### src/rtl/pipe_skid_stage.sv
// Two-entry skid-buffered pipeline stage with valid/ready handshake and flush.
// in_ready, out_valid and count are all flop-driven so no ready path crosses the stage.
module pipe_skid_stage #(
  parameter int unsigned            WIDTH   = 32,
  parameter logic [WIDTH-1:0]       RST_VAL = '0
) (
  input  logic             clk,
  input  logic             rst,
  input  logic             flush,
  input  logic             in_valid,
  output logic             in_ready,
  input  logic [WIDTH-1:0] in_data,
  output logic             out_valid,
  input  logic             out_ready,
  output logic [WIDTH-1:0] out_data,
  output logic [1:0]       count
);

  typedef enum logic [1:0] {
    EMPTY = 2'd0,
    BUSY  = 2'd1,
    FULL  = 2'd2
  } state_t;

  state_t           state_q, state_d;
  logic [WIDTH-1:0] m_q, m_d;
  logic [WIDTH-1:0] s_q, s_d;
  logic             in_ready_q, in_ready_d;
  logic             out_valid_q, out_valid_d;
  logic [1:0]       count_q, count_d;
  logic             in_fire, out_fire;

  // Next state and payload movement; outputs are pre-decoded from the next state.
  always_comb begin
    state_d     = state_q;
    m_d         = m_q;
    s_d         = s_q;
    in_fire     = in_valid & in_ready_q;
    out_fire    = out_valid_q & out_ready;

    unique case (state_q)
      EMPTY: begin
        if (in_fire) begin
          m_d     = in_data;
          state_d = BUSY;
        end
      end
      BUSY: begin
        if (in_fire && out_fire) begin
          m_d = in_data;
        end else if (out_fire) begin
          state_d = EMPTY;
        end else if (in_fire) begin
          s_d     = in_data;
          state_d = FULL;
        end
      end
      FULL: begin
        if (out_fire) begin
          m_d     = s_q;
          state_d = BUSY;
        end
      end
      default: state_d = EMPTY;
    endcase

    // Flush drops occupancy only; stale payload contents are don't-care.
    if (flush) begin
      state_d = EMPTY;
    end

    in_ready_d  = (state_d != FULL);
    out_valid_d = (state_d != EMPTY);
    unique case (state_d)
      BUSY:    count_d = 2'd1;
      FULL:    count_d = 2'd2;
      default: count_d = 2'd0;
    endcase
  end

  always_ff @(posedge clk) begin
    if (rst) begin
      state_q     <= EMPTY;
      m_q         <= RST_VAL;
      s_q         <= RST_VAL;
      in_ready_q  <= 1'b1;
      out_valid_q <= 1'b0;
      count_q     <= 2'd0;
    end else begin
      state_q     <= state_d;
      m_q         <= m_d;
      s_q         <= s_d;
      in_ready_q  <= in_ready_d;
      out_valid_q <= out_valid_d;
      count_q     <= count_d;
    end
  end

  assign in_ready  = in_ready_q;
  assign out_valid = out_valid_q;
  assign out_data  = m_q;
  assign count     = count_q;

endmodule

### config.mk
export PLATFORM = sky130hd
export DESIGN_NAME = pipe_skid_stage
export DESIGN_NICKNAME = d
export VERILOG_FILES = /design/src/rtl/pipe_skid_stage.sv
export SDC_FILE = /design/constraint.sdc
export NUM_CORES = 1
export LEC_CHECK = 0
export CAP_MARGIN = 0
export CORE_MARGIN = 3
export CORE_UTILIZATION = 45
export DETAILED_ROUTE_END_ITERATION = 10
export GPL_ROUTABILITY_DRIVEN = 0
export PLACE_DENSITY = 0.82
export SYNTH_ARGS = -nofsm -noshare
export SYNTH_HDL_FRONTEND = slang
export SYNTH_SLANG_ARGS = --single-unit
export TNS_END_PERCENT = 5
### constraint.sdc
create_clock -name clk -period 1.8 [get_ports clk]
set_input_delay 0.36 -clock clk [delete_from_list [all_inputs] [get_ports clk]]
set_output_delay 0.36 -clock clk [all_outputs]
set_load 0.02 [all_outputs]
==> results.py, run 1 <==
metrics = {
    "cells_and_area": {
        "multi_input_area_um2": 1514,
        "final_nets": 425,
        "final_util_pct": 62.55,
        "antenna-diode-count": 0,
        "n_fill_cell": 550,
        "syn_to_final_growth_pct": 31.44,
        "final_layout_size_suffix_gt1_share_pct": 11.25,
        "seqCellArea_um2": 1401,
    },
    "worst_setup_path": {
        "startpoint_type": "register",
        "critPathKind": "reg -> out",
        "critical_path.max_stage_delay_ns": 0.64,
        "path_buf_inv": 1,
        "crit_required_ns": 1.44,
        "cp_cell_sequence": "clkdlybuf4s50_1",
        "crit_family": "buffers and inverters",
        "path_depth": 1,
        "cp_max_fo": 5,
        "critPathCaptureType": "output port",
        "cp_slowest_cell": "clkdlybuf4s50_1",
        "cp.arrival_ns": 1.37,
        "ff2ff_path_depth": 4,
    },
    "route": {
        "first_iter_violations": 159,
        "ant_nets": 0,
        "route.detailed.drc": 0,
        "drt-pass1-iter-count": 4,
        "avgViaCountPerCell": 6.207,
        "routedWlPerCell_um": 17.66,
        "num_vias": 2905,
        "routed_wirelength_um": 8264,
    },
    "pwr": {
        "peakVddDrop_mv": 0.6859,
        "p_leak_nw": 1.588,
        "power_mw": 3.431,
        "p_per_area_nw_per_um2": 839.8,
    },
    "logic_synthesis": {
        "synth_cell_types": 27,
        "synth_compound_area_share_pct": 30.11,
        "synth-xor-area-share_pct": 0,
        "synth_edf_count": 0,
        "synthSimpleGateAreaFrac_pct": 7.729,
        "yosysWarnings": 0,
        "ys_seq_area_share_pct": 45.09,
        "async_flop_share_pct": 0,
        "synth_top_family_by_area": "compound AO/OA/AOI/OAI gates",
        "synth_area_leader_cell": "dfxtp_1",
        "synth.area.mux_share_pct": 10.63,
        "ys.flop_type": "dfxtp_1",
        "postSynthCellCount": 325,
        "netlist.area_leader.share_pct": 45.09,
        "avgSynthCellArea_um2": 9.563,
        "synth_area_leaders": "dfxtp_1 45%, mux2i_1 11%, a2111oi_0 9.0%",
        "synthAdderAreaFrac_pct": 0,
        "syn-cell-area_um2": 3108,
        "syn_nets": 362,
        "ys_seq_elements": 70,
    },
    "clocking": {
        "cts_buffer_depth": 2,
        "cts_made_buffers": 9,
        "cts_tree": "done",
        "cts_hold_buf": 0,
        "clkTransAtPathRegs_ns": 0.07,
        "htree_num_levels": 3,
        "cts_root_buf": "clkbuf_8",
        "clock_sinks": 70,
        "worstSkewPairLatency_ns": 0.34,
    },
    "sta": {
        "min_period_over_period_pct": 96.25,
        "final.min_clock_period_ns": 1.732,
        "fin_ws_ns": 0.06752,
        "max_freq_ghz": 0.5772,
        "worst_clock_skew_ns": 0.004783,
        "setup_viol": 0,
        "rsz0062_at_grt": "false",
        "relSlewSlack_pct": 60.52,
        "finalHoldViolCount": 0,
        "worst-slew-pin-transition_ns": 0.5922,
        "drv_slew": 0,
    },
    "global_routing": {
        "grt_max_degree": 34,
        "overflow": 0,
        "antenna_found_initial": 0,
        "grtUsageTotal_pct": 21.96,
        "grt_pass1_vias": 2849,
        "grt_pass1_wl_um": 13660,
    },
    "hold_path": {
        "hp-class": "in -> reg",
        "whs_path_depth": 2,
    },
    "die": {
        "fp.dieH_um": 89.11,
        "die_x_um": 89.11,
        "die_area_um2": 7940,
        "fp.coreArea_um2": 6531,
        "placementRows": 29,
        "initial_core_util_pct": 47.59,
        "ios": 73,
    },
    "flow_run": {
        "cap_violations": 0,
    },
    "placed_design": {
        "dp_hpwl_um": 5338,
        "pre_cts_slack_ns": -0.2888,
        "io_buffers": 72,
    },
    "status": {
        "outcome": "complete, no violations",
    },
}
==> cell families after synthesis <==
family                 count (synthesis)
and+or+nand+nor                       43
AOI/OAI and AO/OA                    137
muxes                                 33
DFF                                   70
buffers and inverters                 42
==> sequential cells by signal (all words and copies together), names as in the netlist <==
| register | count |
|---|---|
| out_data | 32 |
| s_q | 32 |
| count | 2 |
| state_q | 2 |
| in_ready | 1 |
| out_valid | 1 |
==> timing repair <==
item | in CTS | in global routing
buffers inserted | 0 | 0
endpoints found under the setup margin | 0 | 1
resized for setup | 0 | 1
==> cells in the mapped netlist, types with 2 or more instances <==
cell type / count
a2111oi_0: 32
a211oi_1: 29
a211oi_2: 3
a21boi_0: 2
a21oi_1: 32
buf_2: 10
buf_6: 4
clkbuf_1: 28
dfxtp_1: 70
mux2i_1: 33
nand3_1: 32
nor4_1: 2
o21ai_0: 33
o41ai_1: 2
==> per-layer routing <==
metal  wire length [um]  part of all wire, %  global-route usage, %  vias to the layer above
met5                  0                    0                      0                        -
li1                   -                    -                      -                     1383
met4                160                  1.9                  7.442                        0
met1               3463                   42                  27.87                     1412
met3                417                  5.0                  5.899                       13
met2               4223                   51                  36.10                       97
==> cell type report <==
cell class / count / area share, %
timing repair buffer: 94 / 22.48
clock inverter: 2 / 0.2450
tap: 77 / 2.358
clock buffer: 12 / 3.553
sequential: 70 / 34.30
multi-input combinational: 213 / 37.06
==> path summary, 6_finish.rpt <==
kind              slack, ns        from            to
setup / recovery       0.07   out_valid     out_valid
setup reg to reg       0.07  state_q[1]  out_data[21]
hold / removal         0.39         rst       s_q[12]
hold reg to reg        0.47     s_q[31]       s_q[31]
==> cells in the final DEF, fill, tap and decap left out, types with 2 or more instances in the layout <==
| cell | instances |
|---|---|
| nand3_1 | 32 |
| a21boi_0 | 2 |
| a211oi_1 | 29 |
| a2111oi_0 | 31 |
| clkbuf_8 | 10 |
| clkdlybuf4s50_1 | 71 |
| nor4_1 | 2 |
| clkinv_2 | 2 |
| a211oi_2 | 3 |
| o21ai_0 | 33 |
| clkbuf_1 | 2 |
| mux2i_1 | 33 |
| buf_4 | 19 |
| a21oi_1 | 32 |
| dfxtp_1 | 70 |
| buf_12 | 3 |
| o41ai_1 | 2 |
==> power breakdown <==
| group | switching (mW) | leakage, nW | total (mW) | internal [mW] |
|---|---|---|---|---|
| registers | 0.0527 | 0.574 | 1.69 | 1.64 |
| logic | 0.361 | 0.932 | 0.684 | 0.323 |
| clock network | 0.534 | 0.0821 | 1.05 | 0.519 |
==> through the flow <==
stage          setup TNS (ns)  hold WS, ns  instance area (um^2)  std cells
2_1_floorplan               0       0.4385                  3108        325
3_3_place_gp           -7.908       0.4587                  3929        454
3_5_place_dp           -9.689       0.4655                  3929        454
4_1_cts                     0       0.3750                  4084        468
5_1_grt                     0       0.3964                  4085        468
6_report                    0       0.3937                  4085        468
Power figures use the tool's default switching activity.
==> run 2, diff against run 1 <==
- CORE_UTILIZATION: 45 -> 50
- PLACE_DENSITY: 0.82 -> 0.89
==> run 2 against run 1 <==
Worst setup slack worse by 0.010 ns; hold slack better by 0.022 ns; register-to-register slack about the same; via count up 1.4%; clock power up 42%; sequential share of layout area down 1.2 points; routed wire length up 3.7%; cell count up 0.43%; flip-flop and latch count unchanged; critical endpoint is now out_data[21]; highest routed layer unchanged.
==> results.py, run 2 (synthesized netlist as in run 1, its figures left out) <==
metrics = {
    "cells_and_area": {
        "final_area_um2": 4228,
        "final_layout_size_suffix_gt1_share_pct": 11.90,
        "final_util_pct": 70.99,
        "final_cell_mix": "70 x dfxtp_1, 70 x clkdlybuf4s50_1, 33 x mux2i_1, 33 x o21ai_0",
        "antenna-diode-count": 0,
        "final_nets": 427,
        "finalNonFillerCells": 470,
        "n_fill_cell": 450,
        "syn_to_final_growth_pct": 36.03,
    },
    "sta": {
        "rsz0062_at_grt": "false",
        "relSlewSlack_pct": 59.00,
        "drv_slew": 0,
        "final.min_clock_period_ns": 1.743,
        "worst-slew-pin-transition_ns": 0.6149,
        "finalHoldViolCount": 0,
        "setup_tns_ns": 0,
        "max_freq_ghz": 0.5738,
        "worst_clock_skew_ns": 0.01083,
        "min_period_over_period_pct": 96.82,
        "setup_viol": 0,
    },
    "worst_setup_path": {
        "critical_path.max_stage_delay_ns": 0.53,
        "critPathKind": "in -> reg",
        "crit_required_ns": 2.01,
        "cp.arrival_ns": 1.95,
        "cp-startpoint": "in_valid",
        "reg2reg_from": "state_q[1]",
        "startpoint_type": "primary input",
        "cp_max_fo": 28,
        "path_buf_inv": 2,
        "cp_slowest_cell": "a2111oi_1",
        "cp_cell_sequence": "clkdlybuf4s50_1, and3b_2, buf_12, a2111oi_1, a211oi_1",
        "crit_family": "buffers and inverters",
        "critPathCaptureType": "register",
    },
    "global_routing": {
        "grt_pass1_vias": 2895,
        "grt_pass1_wl_um": 14130,
        "overflow": 0,
        "grtUsageTotal_pct": 24.47,
        "grt_max_degree": 34,
        "antenna_found_initial": 0,
    },
    "pwr": {
        "combPwrFrac_pct": 18.2,
        "swShare_pct": 25.58,
        "clkPwrFrac_pct": 38.3,
        "power_mw": 3.896,
        "seqPwrFrac_pct": 43.5,
        "p_leak_nw": 1.663,
        "peakVddDrop_mv": 0.6009,
        "internal_power_mw": 2.899,
        "p_sw_mw": 0.9966,
        "p_per_area_nw_per_um2": 921.5,
    },
    "clocking": {
        "clkTransAtPathRegs_ns": 0.07,
        "ctsResizeCount": 1,
        "worstSkewPairLatency_ns": 0.35,
        "htree_num_levels": 3,
        "cts_setup_buffers": 0,
        "cts_buffer_depth": 2,
        "cts_root_buf": "clkbuf_8",
        "cts_hold_buf": 0,
        "cts_made_buffers": 9,
        "cts_tree": "done",
        "clock_sinks": 70,
    },
    "route": {
        "ant_nets": 0,
        "avgViaCountPerCell": 6.266,
        "first_iter_violations": 187,
        "route.detailed.drc": 0,
        "routedWlPerCell_um": 18.24,
        "routed_wirelength_um": 8573,
        "drt-pass1-iter-count": 5,
        "num_vias": 2945,
    },
    "placed_design": {
        "numPlacedInstances": 454,
        "place_area_um2": 3991,
        "io_buffers": 72,
        "dp_hpwl_um": 5527,
    },
    "status": {
        "outcome": "complete, no violations",
    },
    "hold_path": {
        "hp-class": "in -> reg",
        "hp-start": "rst",
    },
    "die": {
        "die_area_um2": 7198,
        "ios": 73,
        "fp.coreArea_um2": 5956,
        "initial_core_util_pct": 52.18,
        "fp.dieH_um": 84.84,
        "die_x_um": 84.84,
        "placementRows": 28,
    },
    "flow_run": {
        "cap_violations": 0,
    },
}
-- run 2: stage by stage --
step,setup slack (ns),hold WS (ns)
floorplan,0.2380,0.4385
global placement,-0.2009,0.4588
detailed placement,-0.2769,0.4654
CTS,0.02944,0.4053
global route,0.01046,0.4199
finish,0.05731,0.4155
-- run 2: final timing paths --
check | end | slack, ns | cells past startpoint
worst max register to register | out_data[21] | 0.08 | 4
worst min-delay path | s_q[23] | 0.42 | 2
worst min register to register | s_q[4] | 0.47 | 2
worst max-delay path | out_data[21] | 0.06 | 5
-- run 2: power groups by stage --
| stage | Sequential [mW] | Combinational [mW] | Clock [mW] |
|---|---|---|---|
| 2_1_floorplan | 1.80 | 0.279 | 0 |
| 3_3_place_gp | 1.72 | 0.683 | 0 |
| 3_5_place_dp | 1.73 | 0.700 | 0 |
| 4_1_cts | 1.69 | 0.705 | 1.50 |
| 5_1_grt | 1.70 | 0.756 | 1.58 |
| 6_report | 1.70 | 0.709 | 1.49 |
-- run 2: area by class of cell --
| type | count | area, um^2 | area share [%] |
|---|---|---|---|
| clock buffer | 12 | 135.1 | 3.196 |
| clock inverter | 4 | 95.09 | 2.249 |
| multi-input combinational | 213 | 1516 | 35.87 |
| sequential | 70 | 1401 | 33.15 |
| tap | 75 | 93.84 | 2.220 |
| timing repair buffer | 96 | 985.9 | 23.32 |
-- run 2: layer usage --
layer / vias up / part of all wire (%) / track usage [%]
met2: 125 / 52 / 41.92
met3: 13 / 6.3 / 6.699
met1: 1406 / 40 / 29.29
met4: 0 / 1.4 / 9.209
met5: - / 0 / 0
li1: 1401 / - / -
